### config.mk
export PLATFORM = sky130hd
export DESIGN_NAME = nmr_scan_sequencer_flat
export DESIGN_NICKNAME = d
export VERILOG_FILES = /design/src/rtl/nmr_seq_pkg.sv /design/src/rtl/nmr_scan_sequencer_if.sv /design/src/rtl/nmr_seq_down_counter.sv /design/src/rtl/nmr_scan_sequencer.sv /design/src/flat_wrapper.sv
export SDC_FILE = /design/constraint.sdc
export NUM_CORES = 1
export LEC_CHECK = 0
export ABC_AREA = 1
export CAP_MARGIN = 20
export CORE_MARGIN = 5
export CORE_UTILIZATION = 30
export CTS_BUF_LIST = sky130_fd_sc_hd__clkbuf_8 sky130_fd_sc_hd__clkbuf_16
export DETAILED_ROUTE_END_ITERATION = 10
export GPL_ROUTABILITY_DRIVEN = 0
export GPL_TIMING_DRIVEN = 1
export HOLD_SLACK_MARGIN = 0.12
export SYNTH_ARGS = -nofsm -noshare
export SYNTH_HDL_FRONTEND = slang
export SYNTH_HIERARCHICAL = 1
export SYNTH_SLANG_ARGS = --single-unit
### constraint.sdc
create_clock -name CLK -period 3.3 [get_ports CLK]
set_input_delay 0.66 -clock CLK [delete_from_list [all_inputs] [get_ports CLK]]
set_output_delay 0.66 -clock CLK [all_outputs]
set_load 0.03 [all_outputs]
### src/rtl/nmr_seq_pkg.sv
// nmr_seq_pkg: shared state encoding and default widths for the NMR scan sequencer.
package nmr_seq_pkg;

    localparam int SCAN_CNT_WIDTH_DEF = 16;
    localparam int DELAY_WIDTH_DEF    = 32;
    localparam int ACK_TIMEOUT_DEF    = 64;

    typedef enum logic [2:0] {
        S_IDLE,
        S_LAUNCH,
        S_WAIT_ACK,
        S_WAIT_DONE,
        S_REP_DLY,
        S_FINISH
    } seq_state_e;

endpackage

### src/rtl/nmr_scan_sequencer_if.sv
// nmr_scan_sequencer_if: host control and pulse-program handshake bundle of the scan sequencer.
interface nmr_scan_sequencer_if
    import nmr_seq_pkg::*;
#(
    parameter int SCAN_CNT_WIDTH = SCAN_CNT_WIDTH_DEF,
    parameter int DELAY_WIDTH    = DELAY_WIDTH_DEF
);
    logic                      SEQ_START;
    logic                      SEQ_ABORT;
    logic [SCAN_CNT_WIDTH-1:0] NUM_SCANS;
    logic [DELAY_WIDTH-1:0]    SCAN_DELAY;
    logic                      PHASE_CYC_EN;
    logic                      PP_FSMSTAT;
    logic                      PP_START;
    logic                      PP_PHASE_CYC;
    logic                      SEQ_BUSY;
    logic                      SEQ_DONE;
    logic                      SEQ_ERR;
    logic [SCAN_CNT_WIDTH-1:0] SCAN_IDX;

    modport master (
        output SEQ_START, SEQ_ABORT, NUM_SCANS, SCAN_DELAY, PHASE_CYC_EN, PP_FSMSTAT,
        input  PP_START, PP_PHASE_CYC, SEQ_BUSY, SEQ_DONE, SEQ_ERR, SCAN_IDX
    );

    modport slave (
        input  SEQ_START, SEQ_ABORT, NUM_SCANS, SCAN_DELAY, PHASE_CYC_EN, PP_FSMSTAT,
        output PP_START, PP_PHASE_CYC, SEQ_BUSY, SEQ_DONE, SEQ_ERR, SCAN_IDX
    );

endinterface

### src/rtl/nmr_seq_down_counter.sv
// nmr_seq_down_counter: loadable down counter that saturates at zero and flags it.
module nmr_seq_down_counter #(
    parameter int WIDTH = 32
) (
    input  logic             clk,
    input  logic             rst,
    input  logic             load_i,
    input  logic             en_i,
    input  logic [WIDTH-1:0] val_i,
    output logic             zero_o
);

    logic [WIDTH-1:0] cnt_q;

    always_ff @(posedge clk) begin
        if (rst) cnt_q <= '0;
        else if (load_i) cnt_q <= val_i;
        else if (en_i && cnt_q != '0) cnt_q <= cnt_q - WIDTH'(1);
    end

    assign zero_o = cnt_q == '0;

endmodule

### src/rtl/nmr_scan_sequencer.sv
// nmr_scan_sequencer: launches NUM_SCANS pulse-program runs with repetition delay and phase cycling.
// Define NMR_SEQ_ACK_TIMEOUT_EN to enable the PP_FSMSTAT acknowledge timeout and SEQ_ERR.
module nmr_scan_sequencer
    import nmr_seq_pkg::*;
#(
    parameter int SCAN_CNT_WIDTH = SCAN_CNT_WIDTH_DEF,
    parameter int DELAY_WIDTH    = DELAY_WIDTH_DEF,
    parameter int ACK_TIMEOUT    = ACK_TIMEOUT_DEF
) (
    input  logic CLK,
    input  logic RESET,
    nmr_scan_sequencer_if.slave bus
);

    localparam int AW = $clog2(ACK_TIMEOUT + 1);
    localparam int CW = DELAY_WIDTH > AW ? DELAY_WIDTH : AW;

    seq_state_e                state_q;
    logic [SCAN_CNT_WIDTH-1:0] num_q, idx_q;
    logic [DELAY_WIDTH-1:0]    dly_q;
    logic                      ph_en_q, start_q, busy_q, done_q;
    logic                      cnt_load, cnt_en, cnt_zero, last_scan;
    logic [CW-1:0]             cnt_val;

    assign last_scan = idx_q >= num_q - SCAN_CNT_WIDTH'(1);

    // One counter serves both the repetition delay and the ack timeout; they never overlap.
`ifdef NMR_SEQ_ACK_TIMEOUT_EN
    logic err_q;
    assign cnt_load = (state_q == S_WAIT_DONE && !bus.PP_FSMSTAT) || state_q == S_LAUNCH;
    assign cnt_val  = state_q == S_LAUNCH ? CW'(ACK_TIMEOUT - 1) : CW'(dly_q) - CW'(1);
    assign cnt_en   = state_q == S_REP_DLY || state_q == S_WAIT_ACK;
    assign bus.SEQ_ERR = err_q;
`else
    assign cnt_load = state_q == S_WAIT_DONE && !bus.PP_FSMSTAT;
    assign cnt_val  = CW'(dly_q) - CW'(1);
    assign cnt_en   = state_q == S_REP_DLY;
    assign bus.SEQ_ERR = 1'b0;
`endif

    nmr_seq_down_counter #(.WIDTH(CW)) u_cnt (
        .clk    (CLK),
        .rst    (RESET),
        .load_i (cnt_load),
        .en_i   (cnt_en),
        .val_i  (cnt_val),
        .zero_o (cnt_zero)
    );

    always_ff @(posedge CLK) begin
        if (RESET) begin
            state_q <= S_IDLE;
            num_q   <= '0;
            idx_q   <= '0;
            dly_q   <= '0;
            ph_en_q <= 1'b0;
            start_q <= 1'b0;
            busy_q  <= 1'b0;
            done_q  <= 1'b0;
`ifdef NMR_SEQ_ACK_TIMEOUT_EN
            err_q   <= 1'b0;
`endif
        end else begin
            start_q <= 1'b0;
            done_q  <= 1'b0;
            if (bus.SEQ_ABORT) begin
                state_q <= S_IDLE;
                busy_q  <= 1'b0;
            end else begin
                case (state_q)
                    S_IDLE: if (bus.SEQ_START) begin
                        num_q   <= bus.NUM_SCANS;
                        dly_q   <= bus.SCAN_DELAY;
                        ph_en_q <= bus.PHASE_CYC_EN;
                        busy_q  <= 1'b1;
`ifdef NMR_SEQ_ACK_TIMEOUT_EN
                        err_q   <= 1'b0;
`endif
                        if (bus.NUM_SCANS == '0) state_q <= S_FINISH;
                        else begin
                            state_q <= S_LAUNCH;
                            idx_q   <= '0;
                            start_q <= 1'b1;
                        end
                    end
                    S_LAUNCH: state_q <= S_WAIT_ACK;
                    S_WAIT_ACK: if (bus.PP_FSMSTAT) state_q <= S_WAIT_DONE;
`ifdef NMR_SEQ_ACK_TIMEOUT_EN
                    else if (cnt_zero) begin
                        state_q <= S_IDLE;
                        busy_q  <= 1'b0;
                        err_q   <= 1'b1;
                    end
`endif
                    S_WAIT_DONE: if (!bus.PP_FSMSTAT) begin
                        if (last_scan) state_q <= S_FINISH;
                        else if (dly_q == '0) begin
                            state_q <= S_LAUNCH;
                            idx_q   <= idx_q + SCAN_CNT_WIDTH'(1);
                            start_q <= 1'b1;
                        end else state_q <= S_REP_DLY;
                    end
                    S_REP_DLY: if (cnt_zero) begin
                        state_q <= S_LAUNCH;
                        idx_q   <= idx_q + SCAN_CNT_WIDTH'(1);
                        start_q <= 1'b1;
                    end
                    S_FINISH: begin
                        state_q <= S_IDLE;
                        busy_q  <= 1'b0;
                        done_q  <= 1'b1;
                    end
                    default: begin
                        state_q <= S_IDLE;
                        busy_q  <= 1'b0;
                    end
                endcase
            end
        end
    end

    assign bus.PP_START     = start_q;
    assign bus.PP_PHASE_CYC = ph_en_q & idx_q[0];
    assign bus.SEQ_BUSY     = busy_q;
    assign bus.SEQ_DONE     = done_q;
    assign bus.SCAN_IDX     = idx_q;

endmodule

### src/flat_wrapper.sv
// flat-port wrapper written by rule: the top's interface ports become plain ports
module nmr_scan_sequencer_flat import nmr_seq_pkg::*;
#(
    parameter int SCAN_CNT_WIDTH = SCAN_CNT_WIDTH_DEF,
    parameter int DELAY_WIDTH    = DELAY_WIDTH_DEF,
    parameter int ACK_TIMEOUT    = ACK_TIMEOUT_DEF
)
  (CLK, RESET, bus_SEQ_START, bus_SEQ_ABORT, bus_NUM_SCANS, bus_SCAN_DELAY, bus_PHASE_CYC_EN, bus_PP_FSMSTAT, bus_PP_START, bus_PP_PHASE_CYC, bus_SEQ_BUSY, bus_SEQ_DONE, bus_SEQ_ERR, bus_SCAN_IDX);
  nmr_scan_sequencer_if #(.SCAN_CNT_WIDTH(SCAN_CNT_WIDTH), .DELAY_WIDTH(DELAY_WIDTH)) bus_i ();
  input  logic CLK;
  input  logic RESET;
  input wire logic [$bits(bus_i.SEQ_START)-1:0] bus_SEQ_START;
  input wire logic [$bits(bus_i.SEQ_ABORT)-1:0] bus_SEQ_ABORT;
  input wire logic [$bits(bus_i.NUM_SCANS)-1:0] bus_NUM_SCANS;
  input wire logic [$bits(bus_i.SCAN_DELAY)-1:0] bus_SCAN_DELAY;
  input wire logic [$bits(bus_i.PHASE_CYC_EN)-1:0] bus_PHASE_CYC_EN;
  input wire logic [$bits(bus_i.PP_FSMSTAT)-1:0] bus_PP_FSMSTAT;
  output wire logic [$bits(bus_i.PP_START)-1:0] bus_PP_START;
  output wire logic [$bits(bus_i.PP_PHASE_CYC)-1:0] bus_PP_PHASE_CYC;
  output wire logic [$bits(bus_i.SEQ_BUSY)-1:0] bus_SEQ_BUSY;
  output wire logic [$bits(bus_i.SEQ_DONE)-1:0] bus_SEQ_DONE;
  output wire logic [$bits(bus_i.SEQ_ERR)-1:0] bus_SEQ_ERR;
  output wire logic [$bits(bus_i.SCAN_IDX)-1:0] bus_SCAN_IDX;
  assign bus_i.SEQ_START = bus_SEQ_START;
  assign bus_i.SEQ_ABORT = bus_SEQ_ABORT;
  assign bus_i.NUM_SCANS = bus_NUM_SCANS;
  assign bus_i.SCAN_DELAY = bus_SCAN_DELAY;
  assign bus_i.PHASE_CYC_EN = bus_PHASE_CYC_EN;
  assign bus_i.PP_FSMSTAT = bus_PP_FSMSTAT;
  assign bus_PP_START = bus_i.PP_START;
  assign bus_PP_PHASE_CYC = bus_i.PP_PHASE_CYC;
  assign bus_SEQ_BUSY = bus_i.SEQ_BUSY;
  assign bus_SEQ_DONE = bus_i.SEQ_DONE;
  assign bus_SEQ_ERR = bus_i.SEQ_ERR;
  assign bus_SCAN_IDX = bus_i.SCAN_IDX;
  nmr_scan_sequencer #(.SCAN_CNT_WIDTH(SCAN_CNT_WIDTH), .DELAY_WIDTH(DELAY_WIDTH), .ACK_TIMEOUT(ACK_TIMEOUT)) u_core (.CLK(CLK), .RESET(RESET), .bus(bus_i));
endmodule
==> reports/summary.md <==
• **# port buffers** 73
• **Post-Syn Nets** 1178
• **proportion of netlist area held by the largest area contributor** 30.1%
• **Die H** 161 um
• **total area of multi-input combinational cells** 4230 sq um
• **total wire length after detailed routing** 20.0 mm
• **clock latency of the later-clocked register in the worst-skew pair** 0.36 ns
• **die extent in x** 161 um
• **first-pass GRT wire length** 32.5 mm
• **type of the most critical hold path** register to register
• **pins over their slew limit** 0
• **number of non-filler instances in the completed layout** 1452
• **placement-stage worst setup slack** 0.142 ns
• **most frequently used flop master after synthesis** sky130_fd_sc_hd__dfxtp_1
• **share of layout cells above drive strength 1** 6.00%
• **standard-cell row count** 55
• **Async SR Flop Fraction** 0%
• **GRT Overall Usage** 15.3%
• **Setup Viol. Count Final** 0
• **transition time at the pin with the least slew margin** 0.869 ns
• **minimum setup slack among reg-to-reg paths** 0.36 ns
• **number of synthesis warnings** 6
• **total overflow reported by the global router** 0
• **hold bufs inserted after CTS** 0
• **Detailed Route Iter0 Violations** 570
• **sequential fraction of the synthesis area** 30.1%
• **final antenna-violating net count** 0
• **most common cell in the netlist** sky130_fd_sc_hd__nand2_1
• **worst clock skew** 0.00494 ns
• **HPWL after DPL** 15.2 mm
• **cell count after synthesis** 1104
• **via count of the routed design** 6893
• **post-placement cell count** 1437
• **Post-route DRC** 0
• **drt pass-1 iters** 5
• **number of antenna cells inserted** 0
• **element type at the critical path end** register
• **outcome** finished clean
• **Non-Filler Cell Area, Final** 8150 sq um
• **synth cell count leaders** 251 x sky130_fd_sc_hd__nand2_1, 247 x sky130_fd_sc_hd__nor2_1, 103 x sky130_fd_sc_hd__dfxtp_1
• **post-synthesis instance area** 6840 sq um
• **number of unique standard cell types used by synthesis** 38
• **Fill cells** 2456
• **pin count of the biggest net entering global routing** 53
• **most area-hungry cell type in the Yosys netlist** sky130_fd_sc_hd__dfxtp_1
• **critical path data arrival time** 3.24 ns
• **area added between synthesis and finish** 19.1%
• **number of flops mapped to enable cells by yosys** 0
• **Max clock buf depth** 2
• **maximum fanout along the worst path** 11
• **number of levels the H-tree was split into** 3
• **Routed wire per std cell** 13.8 um
• **Placed Instance Area** 7830 sq um
• **number of antenna violations at the first check in global routing** 0
• **core outline area** 22600 sq um
• **required time at the worst-slack endpoint** 3.60 ns
• **Die ar.** 25900 sq um
• **area of all sequential standard cells** 2060 sq um
• **Root Buffer Master** sky130_fd_sc_hd__clkbuf_16
• **Final Hold Vio Count** 0
• **I/O pin count** 75
• **TritonCTS clock tree** yes
• **vias per cell** 4.75
• **average footprint of a synthesized cell** 6.20 sq um
• **number of setup buffers added after CTS** 0
• **number of global-route vias before repair** 6334
• **worst slew margin relative to its limit** 42.0%
• **post-layout min period** 2.94 ns
• **final worst path period share** 89.2%
• **Seq cells post-synth** 103
• **clock transition at the registers of the reported paths** 0.07 ns
• **initial standard-cell utilization of the core** 30.3%
• **main area contributors after synthesis** sky130_fd_sc_hd__dfxtp_1 30%, sky130_fd_sc_hd__nand2_1 14%, sky130_fd_sc_hd__nor2_1 14%, sky130_fd_sc_hd__inv_1 5.6%, sky130_fd_sc_hd__xor2_1 5.5%
• **Max Fclk** 340 MHz
• **number of CTS-inserted buffers** 9
• **# nets final** 1237
• **max capacitance violation total** 0
• **Resized Gates After CTS** 0
• **Worst Setup Slack, final** 0.356 ns
• **Worst Setup Path Type** register to register
• **sort of element at the start of the critical path** register
• **Num Clock Sinks** 103
## layout make-up
type / instances / share of cell area [%]
Timing Repair Buffer: 82 / 9.73
Sequential cell: 103 / 25.3
Tap cell: 285 / 4.38
Clock buffer: 9 / 2.76
Clock inverter: 6 / 0.844
Inverter: 109 / 5.04
Multi-Input combinational cell: 858 / 51.9
## sequential cells by signal, summed over array words and instances, names as in the netlist
signal	cells
u_core/ph_en_q	1
u_core/bus.SEQ_DONE	1
u_core/bus.SCAN_IDX	16
u_core/bus.PP_START	1
u_core/num_q	16
u_core/bus.SEQ_BUSY	1
u_core/dly_q	32
u_core/u_cnt/cnt_q	32
u_core/state_q	3
## logic make-up after synthesis
family,count (synthesis),share of synthesized area (%)
and+or+nand+nor,622,37.6
AOI/OAI and AO/OA,148,11.6
buffers and inverters,143,8.37
DFF,103,30.1
xor gates and xnor gates,66,8.45
adders and majority gates,20,3.66
other,1,0.0548
muxes,1,0.146
## cells in the final DEF, fill, tap and decap left out, drive strengths merged, types with 13 or more instances in the layout
cell type,instances
dfxtp,103
inv,112
nand3,72
ha,20
nor2,257
o21ai,75
a21oi,69
clkdlybuf4s50,72
nor3,13
nand2,258
xnor2,23
xor2,43
## final timing paths
check | from | to | depth (start not counted)
worst max-delay path | u_core/num_q[0] | u_core/bus.SCAN_IDX[10] | 21
worst min-delay path | u_core/num_q[1] | u_core/num_q[1] | 2
worst max register to register | u_core/num_q[0] | u_core/bus.SCAN_IDX[10] | 21
worst min register to register | u_core/num_q[1] | u_core/num_q[1] | 2
## routing by layer
metal | vias to the layer above | share of wire, % | track usage [%]
met3 | 16 | 4.9 | 2.17
met2 | 160 | 46 | 24.8
met1 | 3106 | 48 | 21.2
met4 | 0 | 1.3 | 4.58
li1 | 3611 | - | -
met5 | - | 0 | 0
## per-stage QoR
step	hold slack (ns)	utilization, %	setup TNS, ns
after floorplan	0.448	-	0
after global placement	0.464	34.7	0
after detailed placement	0.471	34.7	0
after CTS	0.482	36.0	0
after global routing	0.514	36.1	-0.0329
final	0.482	36.1	0
## worst max-delay path, cell delays in order (launching register included)
cell	delay, ns
sky130_fd_sc_hd__dfxtp_1	0.31
sky130_fd_sc_hd__inv_2	0.09
sky130_fd_sc_hd__ha_1	0.19
sky130_fd_sc_hd__nand2_1	0.10
sky130_fd_sc_hd__nor3_2	0.16
sky130_fd_sc_hd__nand2_1	0.09
sky130_fd_sc_hd__nor2_2	0.14
sky130_fd_sc_hd__nand4_1	0.14
sky130_fd_sc_hd__nor2_1	0.14
sky130_fd_sc_hd__xor2_1	0.15
sky130_fd_sc_hd__inv_1	0.06
sky130_fd_sc_hd__ha_1	0.26
sky130_fd_sc_hd__nand2_1	0.05
sky130_fd_sc_hd__inv_1	0.04
sky130_fd_sc_hd__o21ai_0	0.06
sky130_fd_sc_hd__nand2_1	0.07
sky130_fd_sc_hd__nor2_1	0.12
sky130_fd_sc_hd__nand3_1	0.13
sky130_fd_sc_hd__nand2_4	0.14
sky130_fd_sc_hd__buf_4	0.20
sky130_fd_sc_hd__nand3_1	0.09
sky130_fd_sc_hd__a21oi_1	0.14
Power is not shown: default switching activity piles up to over one toggle a cycle in this logic, so the estimate is an artifact.
